===== src/rtl/tile_pkg.sv =====
// Shared definitions for the tile scheduler and the tile engine.
// Holds the FSM state type and the helper functions that derive the tile
// count and the index and extent widths from N and M. Both sides of the
// engine interface size their ports with these functions, so the widths
// always match.
package tile_pkg;

  typedef enum logic [1:0] {
    IDLE   = 2'd0,
    ISSUE  = 2'd1,
    WAIT   = 2'd2,
    FINISH = 2'd3
  } state_t;

  function automatic int ceil_div(input int a, input int b);
    return (a + b - 1) / b;
  endfunction

  function automatic int min_i(input int a, input int b);
    return (a < b) ? a : b;
  endfunction

  // Tiles per dimension. Uses the ceiling so that a partial edge tile still
  // gets its own index.
  function automatic int tiles(input int n, input int m);
    return ceil_div(n, m);
  endfunction

  // Tile index width. It is never 0, so a single-tile build still has a
  // usable 1-bit index.
  function automatic int idx_w(input int t);
    return (t <= 1) ? 1 : $clog2(t);
  endfunction

  // Tile extent width. It must be able to hold the value M itself.
  function automatic int ext_w(input int m);
    return $clog2(m + 1);
  endfunction

endpackage


===== src/rtl/tile_index_counter.sv =====
// Three-digit base-T counter that walks the (ti, tj, tk) tile triples.
// tk is the least significant digit, then tj, then ti. Each digit wraps from
// T-1 to 0 and carries into the next digit.
// Ports:
//   clk, rst              clock and asynchronous active-high reset
//   clr_i                 force all digits to 0 (takes priority over adv_i)
//   adv_i                 step to the next triple
//   ti_o, tj_o, tk_o      registered digits
//   ti_nxt_o .. tk_nxt_o  next-state digits, so the parent can precompute
//                         values that depend on the index
//   last_o                the current triple is (T-1, T-1, T-1)
module tile_index_counter #(
  parameter int T  = 3,
  parameter int TW = 2
) (
  input  logic          clk,
  input  logic          rst,
  input  logic          clr_i,
  input  logic          adv_i,
  output logic [TW-1:0] ti_o,
  output logic [TW-1:0] tj_o,
  output logic [TW-1:0] tk_o,
  output logic [TW-1:0] ti_nxt_o,
  output logic [TW-1:0] tj_nxt_o,
  output logic [TW-1:0] tk_nxt_o,
  output logic          last_o
);

  localparam logic [TW-1:0] LAST = TW'(T - 1);

  logic [TW-1:0] ti_q, tj_q, tk_q;
  logic [TW-1:0] ti_d, tj_d, tk_d;
  logic          tk_wrap, tj_wrap, ti_wrap;

  // Wrap flags are chained: a digit wraps on the next advance only when every
  // less significant digit is also at T-1.
  assign tk_wrap = (tk_q == LAST);
  assign tj_wrap = tk_wrap && (tj_q == LAST);
  assign ti_wrap = tj_wrap && (ti_q == LAST);
  assign last_o  = ti_wrap;

  always_comb begin
    ti_d = ti_q;
    tj_d = tj_q;
    tk_d = tk_q;
    if (clr_i) begin
      ti_d = '0;
      tj_d = '0;
      tk_d = '0;
    end else if (adv_i) begin
      tk_d = tk_wrap ? '0 : tk_q + 1'b1;
      if (tk_wrap) tj_d = (tj_q == LAST) ? '0 : tj_q + 1'b1;
      if (tj_wrap) ti_d = ti_wrap ? '0 : ti_q + 1'b1;
    end
  end

  always_ff @(posedge clk or posedge rst) begin
    if (rst) begin
      ti_q <= '0;
      tj_q <= '0;
      tk_q <= '0;
    end else begin
      ti_q <= ti_d;
      tj_q <= tj_d;
      tk_q <= tk_d;
    end
  end

  assign ti_o     = ti_q;
  assign tj_o     = tj_q;
  assign tk_o     = tk_q;
  assign ti_nxt_o = ti_d;
  assign tj_nxt_o = tj_d;
  assign tk_nxt_o = tk_d;

endmodule


===== src/rtl/tile_mult_scheduler.sv =====
// Sequences a blocked N x N matrix product onto a single M x M tile engine.
// It issues one engine job for each (ti, tj, tk) tile triple. With each job it
// sends the valid extents of the edge tiles and the accumulator clear and
// write-back flags.
// Ports:
//   clk, rst         clock and asynchronous active-high reset
//   start, abort     host control: start a run, cancel a run
//   busy             high while a run is in progress
//   done, aborted    one-cycle completion and cancellation pulses
//   eng_start        one-cycle job issue pulse to the engine
//   eng_done         job-complete pulse from the engine
//   eng_ti/tj/tk     tile indices of the current job
//   eng_rows/cols/depth   valid extents of the tiles in the current job
//   eng_acc_clr      job is the first of its reduction (tk == 0)
//   eng_acc_wb       job is the last of its reduction (tk == T-1)
//   jobs_done        number of jobs completed in the current or last run
module tile_mult_scheduler
  import tile_pkg::*;
#(
  parameter  int N  = 10,
  parameter  int M  = 4,
  localparam int T  = tiles(N, M),
  localparam int TW = idx_w(T),
  localparam int SW = ext_w(M)
) (
  input  logic          clk,
  input  logic          rst,
  input  logic          start,
  input  logic          abort,
  output logic          busy,
  output logic          done,
  output logic          aborted,
  output logic          eng_start,
  input  logic          eng_done,
  output logic [TW-1:0] eng_ti,
  output logic [TW-1:0] eng_tj,
  output logic [TW-1:0] eng_tk,
  output logic [SW-1:0] eng_rows,
  output logic [SW-1:0] eng_cols,
  output logic [SW-1:0] eng_depth,
  output logic          eng_acc_clr,
  output logic          eng_acc_wb,
  output logic [3*TW:0] jobs_done
);

  localparam int            JW   = 3 * TW + 1;
  localparam logic [TW-1:0] LAST = TW'(T - 1);

  // Number of valid rows, cols or depth in the tile at index idx. Only the
  // final tile along a dimension can be shorter than M, and it is never empty.
  function automatic logic [SW-1:0] extent(input logic [TW-1:0] idx);
    int rem;
    rem = N - int'(idx) * M;
    return (rem >= M) ? SW'(M) : SW'(rem);
  endfunction

  state_t        state_q;
  logic          busy_q, done_q, aborted_q, eng_start_q;
  logic [SW-1:0] rows_q, cols_q, depth_q;
  logic          acc_clr_q, acc_wb_q;
  logic [JW-1:0] jobs_q;

  logic [TW-1:0] ti, tj, tk, ti_nxt, tj_nxt, tk_nxt;
  logic          last;
  logic          cnt_clr, cnt_adv;

  // The counter is cleared on an accepted start. It advances only on an
  // accepted eng_done that is not the final job and has not lost to abort.
  assign cnt_clr = (state_q == IDLE) && start;
  assign cnt_adv = (state_q == WAIT) && eng_done && !abort && !last;

  tile_index_counter #(
    .T  (T),
    .TW (TW)
  ) u_idx (
    .clk      (clk),
    .rst      (rst),
    .clr_i    (cnt_clr),
    .adv_i    (cnt_adv),
    .ti_o     (ti),
    .tj_o     (tj),
    .tk_o     (tk),
    .ti_nxt_o (ti_nxt),
    .tj_nxt_o (tj_nxt),
    .tk_nxt_o (tk_nxt),
    .last_o   (last)
  );

  always_ff @(posedge clk or posedge rst) begin
    if (rst) begin
      state_q     <= IDLE;
      busy_q      <= 1'b0;
      done_q      <= 1'b0;
      aborted_q   <= 1'b0;
      eng_start_q <= 1'b0;
      rows_q      <= '0;
      cols_q      <= '0;
      depth_q     <= '0;
      acc_clr_q   <= 1'b0;
      acc_wb_q    <= 1'b0;
      jobs_q      <= '0;
    end else begin
      done_q      <= 1'b0;
      aborted_q   <= 1'b0;
      eng_start_q <= 1'b0;

      // Extents and flags are loaded from the counter's next index. They are
      // then valid in the ISSUE cycle together with the index registers.
      if (cnt_clr || cnt_adv) begin
        rows_q    <= extent(ti_nxt);
        cols_q    <= extent(tj_nxt);
        depth_q   <= extent(tk_nxt);
        acc_clr_q <= (tk_nxt == '0);
        acc_wb_q  <= (tk_nxt == LAST);
      end

      case (state_q)
        IDLE: begin
          if (start) begin
            jobs_q      <= '0;
            busy_q      <= 1'b1;
            eng_start_q <= 1'b1;
            state_q     <= ISSUE;
          end
        end
        ISSUE: begin
          if (abort) begin
            aborted_q <= 1'b1;
            busy_q    <= 1'b0;
            state_q   <= IDLE;
          end else begin
            state_q <= WAIT;
          end
        end
        WAIT: begin
          // When abort and eng_done arrive together, abort wins and the job
          // is not counted.
          if (abort) begin
            aborted_q <= 1'b1;
            busy_q    <= 1'b0;
            state_q   <= IDLE;
          end else if (eng_done) begin
            jobs_q <= jobs_q + JW'(1);
            if (last) begin
              done_q  <= 1'b1;
              busy_q  <= 1'b0;
              state_q <= FINISH;
            end else begin
              eng_start_q <= 1'b1;
              state_q     <= ISSUE;
            end
          end
        end
        FINISH: begin
          state_q <= IDLE;
        end
        default: begin
          state_q <= IDLE;
        end
      endcase
    end
  end

  assign busy        = busy_q;
  assign done        = done_q;
  assign aborted     = aborted_q;
  assign eng_start   = eng_start_q;
  assign eng_ti      = ti;
  assign eng_tj      = tj;
  assign eng_tk      = tk;
  assign eng_rows    = rows_q;
  assign eng_cols    = cols_q;
  assign eng_depth   = depth_q;
  assign eng_acc_clr = acc_clr_q;
  assign eng_acc_wb  = acc_wb_q;
  assign jobs_done   = jobs_q;

endmodule

===== config.mk =====
export PLATFORM = sky130hd
export DESIGN_NAME = tile_mult_scheduler
export DESIGN_NICKNAME = d
export VERILOG_FILES = /design/src/rtl/tile_pkg.sv /design/src/rtl/tile_index_counter.sv /design/src/rtl/tile_mult_scheduler.sv
export SDC_FILE = /design/constraint.sdc
export NUM_CORES = 1
export LEC_CHECK = 0
export CORE_MARGIN = 5
export CORE_UTILIZATION = 45
export CTS_CLUSTER_SIZE = 16
export DETAILED_ROUTE_END_ITERATION = 12
export DONT_BUFFER_PORTS = 1
export PLACE_DENSITY = 0.61
export SLEW_MARGIN = 20
export SYNTH_ARGS = -nofsm -noshare
export SYNTH_HDL_FRONTEND = slang
export SYNTH_SLANG_ARGS = --single-unit

===== constraint.sdc =====
create_clock -name clk -period 2.5 [get_ports clk]
set_clock_uncertainty 0.1 [all_clocks]
set_input_delay 0.5 -clock clk [delete_from_list [all_inputs] [get_ports clk]]
set_output_delay 0.5 -clock clk [all_outputs]
set_load 0.05 [all_outputs]

# [Word-level counts from Yosys, hierarchy flattened]
# Cells that the tools add are included.
[word_totals] latchBits=0 mem_bits_ro=0 regBits=30 word_cells=95 inputBits=5 n_memories=0 output_inout_bits=28 mem_bits_rw=0
[op_classes] n_mux=41 order_cmp=3 div=0 eq_ne=13 add_sub_neg=7 n_bitwise=0 reduce_logical=17 n_mul=0 n_shift=0
[op_table] cell="2-to-1 mux 2 bit" n=16
[op_table] cell="2-to-1 mux 7 bit" n=3
[op_table] cell=">= comparator 5 x 4 -> 1 bit (second input constant)" n=3
[op_table] cell="2-to-1 mux 1 bit" n=15
[op_table] cell="subtractor 4 x 4 -> 5 bit (first input constant)" n=3
[op_table] cell="one-hot mux 7 bit (2 select lines)" n=1
[op_table] cell="equality test 2 bit (second input constant)" n=6
[op_table] cell="2-to-1 mux 3 bit" n=3
[op_table] cell="inequality test 2 bit (second input constant)" n=4
[op_table] cell="one-hot mux 2 bit (4 select lines)" n=1
[op_table] cell="adder 7 x 1 -> 7 bit (second input constant)" n=1
[op_table] cell="adder 2 x 1 -> 2 bit (second input constant)" n=3
[op_table] cell="logical AND 1 bit" n=6
[op_table] cell="inequality test 3 bit (second input constant)" n=2
[op_table] cell="AND reduction 5 bit" n=1
[op_table] cell="logical NOT 2 bit" n=2
[op_table] cell="AND reduction 4 bit" n=1
[op_table] cell="one-hot mux 1 bit (3 select lines)" n=1
[op_table] cell="nonzero test 3 bit" n=1
[op_table] cell="equality test 2 x 1 -> 1 bit (second input constant)" n=1
[op_table] cell="logical NOT 1 bit" n=2
[op_table] cell="one-hot mux 1 bit (2 select lines)" n=1
[op_table] cell="AND reduction 2 bit" n=1
[op_table] cell="nonzero test 2 bit" n=1
[op_table] cell="other kinds (2)" n=2

# [Depth between registers and ports, before layout]
# Gate-level depths: netlist of run 1.
[depth] depth_word=10 ltp_mapped=8

# [Hierarchy]
# From an unflattened synthesis of run 1, not the netlist that was laid out.
[hier_totals] hier_cells=138 area_unflattened_um2=1447.6
[by_module_without_submodules] module="tile_mult_scheduler" cells_per_inst=109 area_each_um2=1151.1 instances=1
[by_module_without_submodules] module="tile_index_counter" cells_per_inst=29 area_each_um2=296.5 instances=1

# [Least setup slack after synthesis of run 1]
# OpenSTA, ideal clock, no wires.
[synth_timing] path_type="register to register" start="reg u_idx.tj_q[1] (netlist: u_idx.tj_o[1])" end="reg busy_q (netlist: busy)" arrival_ns=1.651 setup_slack_ns=0.669 setup_ns=0.079 stages_incl_launch_ff=6 path_buffers=1 path_cell_list="dfrtp_1 -> and4bb_2 -> buf_4 -> a31oi_1 -> nor4_1 -> mux2i_1"
[synth_via] elab_chain_len=5
[synth_lines] element="from (decl)" line_no="tile_index_counter.sv:31" text="logic [TW-1:0] ti_q, tj_q, tk_q;"
[synth_lines] element="from (signal assigned)" line_no="tile_index_counter.sv:64" text="tj_q <= tj_d;"
[synth_lines] element="equality test 2 bit" line_no="tile_index_counter.sv:38" text="assign tj_wrap = tk_wrap && (tj_q == LAST);"
[synth_lines] element="logical AND 1 bit" line_no="tile_index_counter.sv:38"
[synth_lines] element="logical AND 1 bit" line_no="tile_index_counter.sv:39" text="assign ti_wrap = tj_wrap && (ti_q == LAST);"
[synth_lines] element="inequality test 3 bit (no line)"
[synth_lines] element="AND reduction 5 bit (no line)"
[synth_lines] element="to (signal assigned)" line_no="tile_mult_scheduler.sv:92" text="busy_q <= 1'b0;"
[synth_lines] element="to (signal assigned)" line_no="tile_mult_scheduler.sv:121" text="busy_q <= 1'b1;"
[synth_lines] element="to (signal assigned)" line_no="tile_mult_scheduler.sv:129" text="busy_q <= 1'b0;"
[synth_lines] element="to (decl)" line_no="tile_mult_scheduler.sv:58" text="logic busy_q, done_q, aborted_q, eng_start_q;"
# No other way between the ends.
# A chain may end at the register's enable or synchronous reset.

# [Worst setup path in the final report of run 1]
[layout_timing] start="reg state_q[0]" end="reg cols_q[1] (netlist: eng_cols[1])"
[layout_via] elab_chain_len=9 word_cells_on_any_way=12 cone_classes="1 x add/sub; 1 x order compare; 1 x eq/ne; 3 x mux; 6 x reduce/logical"
[layout_lines] element="from (decl)" line_no="tile_mult_scheduler.sv:57" text="state_t state_q;"
[layout_lines] element="from (signal assigned)" line_no="tile_mult_scheduler.sv:91" text="state_q <= IDLE;"
[layout_lines] element="from (signal assigned)" line_no="tile_mult_scheduler.sv:123" text="state_q <= ISSUE;"
[layout_lines] element="from (signal assigned)" line_no="tile_mult_scheduler.sv:130" text="state_q <= IDLE;"
[layout_lines] element="equality test 2 bit" line_no="tile_mult_scheduler.sv:70" text="assign cnt_adv = (state_q == WAIT) && eng_done && !abort && !last;"
[layout_lines] element="logical AND 1 bit (3 in series)" line_no="tile_mult_scheduler.sv:70"
[layout_lines] element="2-to-1 mux 2 bit" line_no="tile_index_counter.sv:50" text="end else if (adv_i) begin"
[layout_lines] element="2-to-1 mux 2 bit" line_no="tile_index_counter.sv:46" text="if (clr_i) begin"
[layout_lines] element="subtractor 4 x 4 -> 5 bit" line_no="tile_mult_scheduler.sv:53" text="rem = N - int'(idx) * M;"
[layout_lines] element=">= comparator 5 x 4 -> 1 bit" line_no="tile_mult_scheduler.sv:54" text="return (rem >= M) ? SW'(M) : SW'(rem);"
[layout_lines] element="2-to-1 mux 3 bit" line_no="tile_mult_scheduler.sv:54"
[layout_lines] element="to (signal assigned)" line_no="tile_mult_scheduler.sv:111" text="cols_q <= extent(tj_nxt);"
[layout_lines] element="to (decl)" line_no="tile_mult_scheduler.sv:59" text="logic [SW-1:0] rows_q, cols_q, depth_q;"
# Parallel ways exist; a longest one is shown, timed or not.

==> results of run 1 <==
-- what timing repair did --
| item | CTS | global route |
|---|---|---|
| endpoints found under the setup margin | 0 | 0 |
| setup buffers | 0 | 0 |
| hold buffers | 1 | 0 |
| gates resized for setup | 0 | 0 |
| endpoints found under the hold margin | 8 | 0 |
-- worst paths after layout --
check,startpoint,end,depth (start not counted)
hold reg to reg,state_q[1],state_q[1],2
setup / recovery,state_q[0],eng_cols[1],6
max in group asynchronous,rst,aborted,3
hold / removal,abort,aborted,1
min in group asynchronous,rst,jobs_done[4],2
setup reg to reg,state_q[0],eng_cols[1],6
-- sequential cells by signal, summed over array words and instances, names as in the netlist, 2 cells and up --
register,flops
jobs_done,7
eng_cols,2
eng_depth,2
eng_rows,2
state_q,2
u_idx.ti_o,2
u_idx.tj_o,2
u_idx.tk_o,2
-- final cells by class --
| class | count | area, um2 | area share [%] |
|---|---|---|---|
| clock inverter | 1 | 5.00 | 0.319 |
| tap | 44 | 55.1 | 3.51 |
| sequential | 27 | 676 | 43.1 |
| timing repair buffer | 12 | 92.6 | 5.90 |
| clock buffer | 3 | 22.5 | 1.44 |
| inverter | 5 | 18.8 | 1.20 |
| multi-input combinational | 114 | 699 | 44.6 |
-- synth_stat cells --
| library cell | instances | share of area (%) |
|---|---|---|
| xor2_1 | 3 | 1.8 |
| nand3b_1 | 2 | 1.0 |
| nor3_1 | 3 | 1.0 |
| nor2b_1 | 7 | 3.0 |
| a32oi_1 | 1 | 0.60 |
| and2_1 | 3 | 1.3 |
| o31ai_1 | 1 | 0.52 |
| a21oi_1 | 13 | 4.5 |
| inv_1 | 5 | 1.3 |
| a21o_1 | 1 | 0.52 |
| dfrtp_1 | 27 | 47 |
| buf_6 | 2 | 1.6 |
| nand3_1 | 4 | 1.4 |
| nor2_1 | 9 | 2.3 |
| buf_1 | 1 | 0.26 |
| and3_1 | 2 | 0.86 |
| nand2b_1 | 2 | 0.86 |
| or2b_1 | 2 | 1.0 |
| nand2_1 | 23 | 5.9 |
| o22ai_1 | 3 | 1.3 |
| nor4_1 | 1 | 0.43 |
| buf_2 | 2 | 0.69 |
| a211oi_2 | 1 | 0.86 |
| mux2i_1 | 4 | 2.8 |
| or3_1 | 3 | 1.3 |
| conb_1 | 1 | 0.26 |
| and4bb_2 | 1 | 0.86 |
| nand4_1 | 1 | 0.43 |
| buf_4 | 4 | 2.1 |
| o2111ai_4 | 1 | 1.8 |
| ha_1 | 5 | 4.3 |
| a31oi_1 | 4 | 1.7 |
| a211oi_1 | 1 | 0.52 |
| o2111ai_1 | 1 | 0.60 |
| and2b_1 | 1 | 0.52 |
| a21oi_2 | 1 | 0.60 |
| o21ai_0 | 6 | 2.1 |
| and3b_1 | 1 | 0.60 |
-- logic make-up after synthesis --
logic type | synth area share (%)
mux | 2.76
compound gates | 15.6
other cells | 0.258
xor+xnor | 1.81
buf+inv | 5.86
flops | 46.5
fa+ha+maj | 4.31
simple gates | 22.9
-- where the power goes --
part | total [mW] | internal (mW) | switching (mW)
registers | 0.697 | 0.505 | 0.192
clock network | 0.189 | 0.0598 | 0.129
logic | 0.467 | 0.161 | 0.306
total | 1.35 | 0.726 | 0.627
-- worst max-delay path, delay by kind of cell, from the launching register on --
| family | cells | cell delay (ns) |
|---|---|---|
| and+or+nand+nor | 2 | 0.49 |
| DFF | 1 | 0.41 |
| buffers and inverters | 1 | 0.12 |
| adders and majority gates | 1 | 0.33 |
| AOI/OAI and AO/OA | 2 | 0.61 |
-- metal layers --
metal	up-vias	GRT usage, %
li1	543	-
met1	526	18.3
met2	28	24.9
met3	2	5.06
met4	0	3.30
met5	-	0
-- metrics by stage --
stage | worst slack (ns) | std cells
finish | 0.359 | 206
detailed placement | 0.404 | 201
global route | 0.167 | 206
CTS | 0.372 | 206
global placement | 0.518 | 201
floorplan | 0.669 | 155
==> results.yml, run 1 <==
critical_path:
  crit_path_end_kind: "register"
  crit_type: "register to register"
  cp-start-kind: "register"
  critPathMaxFanout: 13
  cp_slowest_cell: "nand3b_1"
  crit_chain: "inv_1, ha_1, nand3b_1, a21oi_2, nor2_1, a211oi_1"
  reg2reg_slack_ns: 0.36
  max_stage_delay_ns: 0.42
  worstPathRequired_ns: 2.63
  cp.arrival_ns: 2.27
logic_synthesis:
  avgSynthCellArea_um2: 9.49
  synth-seq-area-share_pct: 46.5
  synth_area_um2: 1450
  synth_seq_cells: 27
  yosys_warnings: 0
  synth_cell_types: 38
  syn_inst: 153
clocking:
  cts_tree: "built"
  cts_made_buffers: 3
  insertion_delay_ns: 0.32
  clkTransAtPathRegs_ns: 0.15
  cts_root_buf: "clkbuf_4"
  h-tree-depth: 1
  clock_path_buffers: 2
  cts_sinks: 27
global_route:
  grt_pass1_wl_mm: 5.16
  grt_max_degree: 20
  grtUsageTotal_pct: 14.8
  grt_antenna_before_repair: 0
  grt_pass1_vias: 1110
  grt-ovfl-total: 0
drt:
  m1WireLength_mm: 1.30
  first_pass_iters: 4
  post-route-drc-count: 0
  routed-wl-met3_um: 244
  vias: 1099
  routed.top_layer: "met4"
  drt-initial-drc-count: 28
  drtAntennaViolNets: 0
  via_per_inst: 5.33
  routed_wl_mm: 2.95
  dr_wl_met2_mm: 1.39
  wl_per_cell_um: 14.3
finish:
  fill_cells: 296
  final_util_pct: 51.0
  nets: 173
  drive_gt1_share_pct: 11.7
  area_growth_pct: 8.01
  antenna_cells: 0
  final_common_cell: "dfrtp_1"
  layout_common_cells: "27 x dfrtp_1, 23 x nand2_1, 13 x a21oi_1, 11 x buf_4, 9 x nor2_1"
  final_area_um2: 1570
power_and_ir_drop:
  power.total_mw: 1.35
  leakagePower_nw: 0.719
  pwr_density_cell_nw_per_um2: 863
  peakVddDrop_v: 0.000634
placement:
  place_area_um2: 1530
  portBuffers: 0
  place_congestion: 0.821
  hpwl_mm: 2.30
job:
  maxCapViolCount: 0
sta:
  tightest_slew_ns: 0.563
  tns_ns: 0
  fmax_ghz: 0.467
  finalSetupViolations: 0
  hold_ws_ns: 0.203
  finalMaxSlewViolations: 0
  period_needed_ns: 2.14
  max_slew_margin_pct: 62.4
  hold_violations: 0
  rsz0062_at_grt: "no"
  fin_crit_sh_pct: 85.6
die:
  initial_core_util_pct: 47.2
  io_pins: 33
  die_x_um: 66.8
  die_area_um2: 4460
  fp.coreArea_um2: 3080
  num_rows: 20
  die_h_um: 66.8
status:
  status: "finished, final reports clean"
hold_path:
  hp-class: "input pin to register"
No activity file was read; power rests on OpenSTA's default activity.
==> run 2, diff against run 1 <==
==> constraint.sdc (replaced) <==
create_clock -name clk -period 2.5 [get_ports clk]
set_clock_uncertainty 0.1 [all_clocks]
set_input_delay 0.5 -clock clk [delete_from_list [all_inputs] [get_ports clk]]
set_output_delay 0.5 -clock clk [all_outputs]
set_load 0.02 [all_outputs]
==> results.yml, run 2 (synthesized netlist as in run 1, its figures left out) <==
power_and_ir_drop:
  p_sw_uw: 495
  p_int_uw: 712
  peakVddDrop_v: 0.000390
  pwr_density_cell_nw_per_um2: 804
  leakagePower_nw: 0.670
  switching_share_pct: 41.0
  power_frac_seq_pct: 52.5
  pwr-share-comb_pct: 31.7
  clockPowerShare_pct: 15.7
  power.total_mw: 1.21
sta:
  tightest_slew_ns: 0.553
  max_slew_margin_pct: 63.0
  fin_crit_sh_pct: 86.3
  finalSetupViolations: 0
  finalMaxSlewViolations: 0
  tns_ns: 0
  period_needed_ns: 2.16
  hold_violations: 0
  fmax_ghz: 0.463
  rsz0062_at_grt: "no"
  setup_ws_ns: 0.341
critical_path:
  cp.arrival_ns: 2.29
  crit_chain: "inv_1, ha_1, nand3b_1, a21oi_2, nor2_1, a211oi_1"
  critical_path_buf_inv_count: 1
  max_stage_delay_ns: 0.45
  crit_type: "register to register"
  cp_slowest_cell: "nand3b_1"
  crit_family: "compound AO/OA/AOI/OAI gates"
  worstPathRequired_ns: 2.64
  cp-start-kind: "register"
  critPathMaxFanout: 13
  crit_path_end_kind: "register"
finish:
  nets: 164
  area_growth_pct: 3.36
  antenna_cells: 0
  drive_gt1_share_pct: 6.54
  final_common_cell: "dfrtp_1"
  final_util_pct: 48.8
  layout_common_cells: "27 x dfrtp_1, 23 x nand2_1, 13 x a21oi_1, 9 x nor2_1, 7 x nor2b_1"
  largest_register_ffs: 7
die:
  initial_core_util_pct: 47.2
  die_x_um: 66.8
  die_h_um: 66.8
  io_pins: 33
  fp.coreArea_um2: 3080
  die_area_um2: 4460
  num_rows: 20
placement:
  portBuffers: 0
  dp_slack_ns: 0.403
  hpwl_mm: 2.20
  place_congestion: 0.820
global_route:
  grt_pass1_wl_mm: 5.21
  grt_antenna_before_repair: 0
  grt_pass1_vias: 1083
  grt-ovfl-total: 0
  grt_max_degree: 18
  grtUsageTotal_pct: 14.9
clocking:
  cts_tree: "built"
  postCtsSetupBuffers: 0
  cts_resized: 0
  cts_made_buffers: 3
  cts_root_buf: "clkbuf_4"
  clock_path_buffers: 2
  clkTransAtPathRegs_ns: 0.15
  cts_hold_buf: 1
  insertion_delay_ns: 0.32
  cts_sinks: 27
  h-tree-depth: 1
drt:
  via_per_inst: 5.56
  routed_wl_mm: 2.94
  post-route-drc-count: 0
  drtAntennaViolNets: 0
  drt-initial-drc-count: 40
  vias: 1096
  first_pass_iters: 4
  wl_per_cell_um: 14.9
job:
  maxCapViolCount: 0
hold_path:
  hp-class: "input pin to register"
status:
  status: "finished, final reports clean"
run 2: power groups by stage:
stage               sequential, mW  clock [mW]  combinational [mW]
finish                       0.634       0.190               0.383
global route                 0.644       0.214               0.446
CTS                          0.636       0.195               0.386
detailed placement           0.644           0               0.384
global placement             0.643           0               0.368
floorplan                    0.624           0               0.328
run 2: layout make-up:
cell class              instances  area, um2
fillers                       301       1580
multi-input cells             114        699
flip-flops and latches         27        676
well taps                      44       55.1
repair buffers                  3       25.0
clock buffers                   3       22.5
inverters                       5       18.8
clock inverters                 1       5.00
run 2: layer usage:
metal	share of wire (%)	up-vias	track usage [%]
met1	46	536	19.3
met2	45	33	23.9
li1	-	525	-
met3	7.7	2	5.06
met4	0.44	0	3.55
met5	0	-	0
run 2: path summary, 6_finish.rpt:
kind                             from     endpoint  slack (ns)  cells past startpoint
max                        state_q[0]  eng_cols[1]        0.34                      6
min                             abort      aborted        0.19                      1
max reg2reg                state_q[0]  eng_cols[1]        0.34                      6
min reg2reg                state_q[1]   state_q[1]        0.43                      2
max in group asynchronous         rst  eng_rows[1]        1.25                      3
min in group asynchronous         rst         done        0.49                      2
run 2: through the flow:
| stage | instance area (um2) | cells | hold slack (ns) |
|---|---|---|---|
| finish | 1500 | 197 | 0.193 |
| global route | 1500 | 197 | 0.172 |
| CTS | 1500 | 197 | 0.193 |
| detailed placement | 1460 | 192 | 0.302 |
| global placement | 1460 | 192 | 0.296 |
| floorplan | 1460 | 155 | 0.375 |
run 2: worst reg2reg max path, delay by kind of cell (launching register included):
family | cells | cell delay, ns
AND/OR/NAND/NOR | 2 | 0.51
flip-flops | 1 | 0.41
AO/OA/AOI/OAI | 2 | 0.58
adder cells (fa/ha/maj) | 1 | 0.35
buffers and inverters | 1 | 0.12
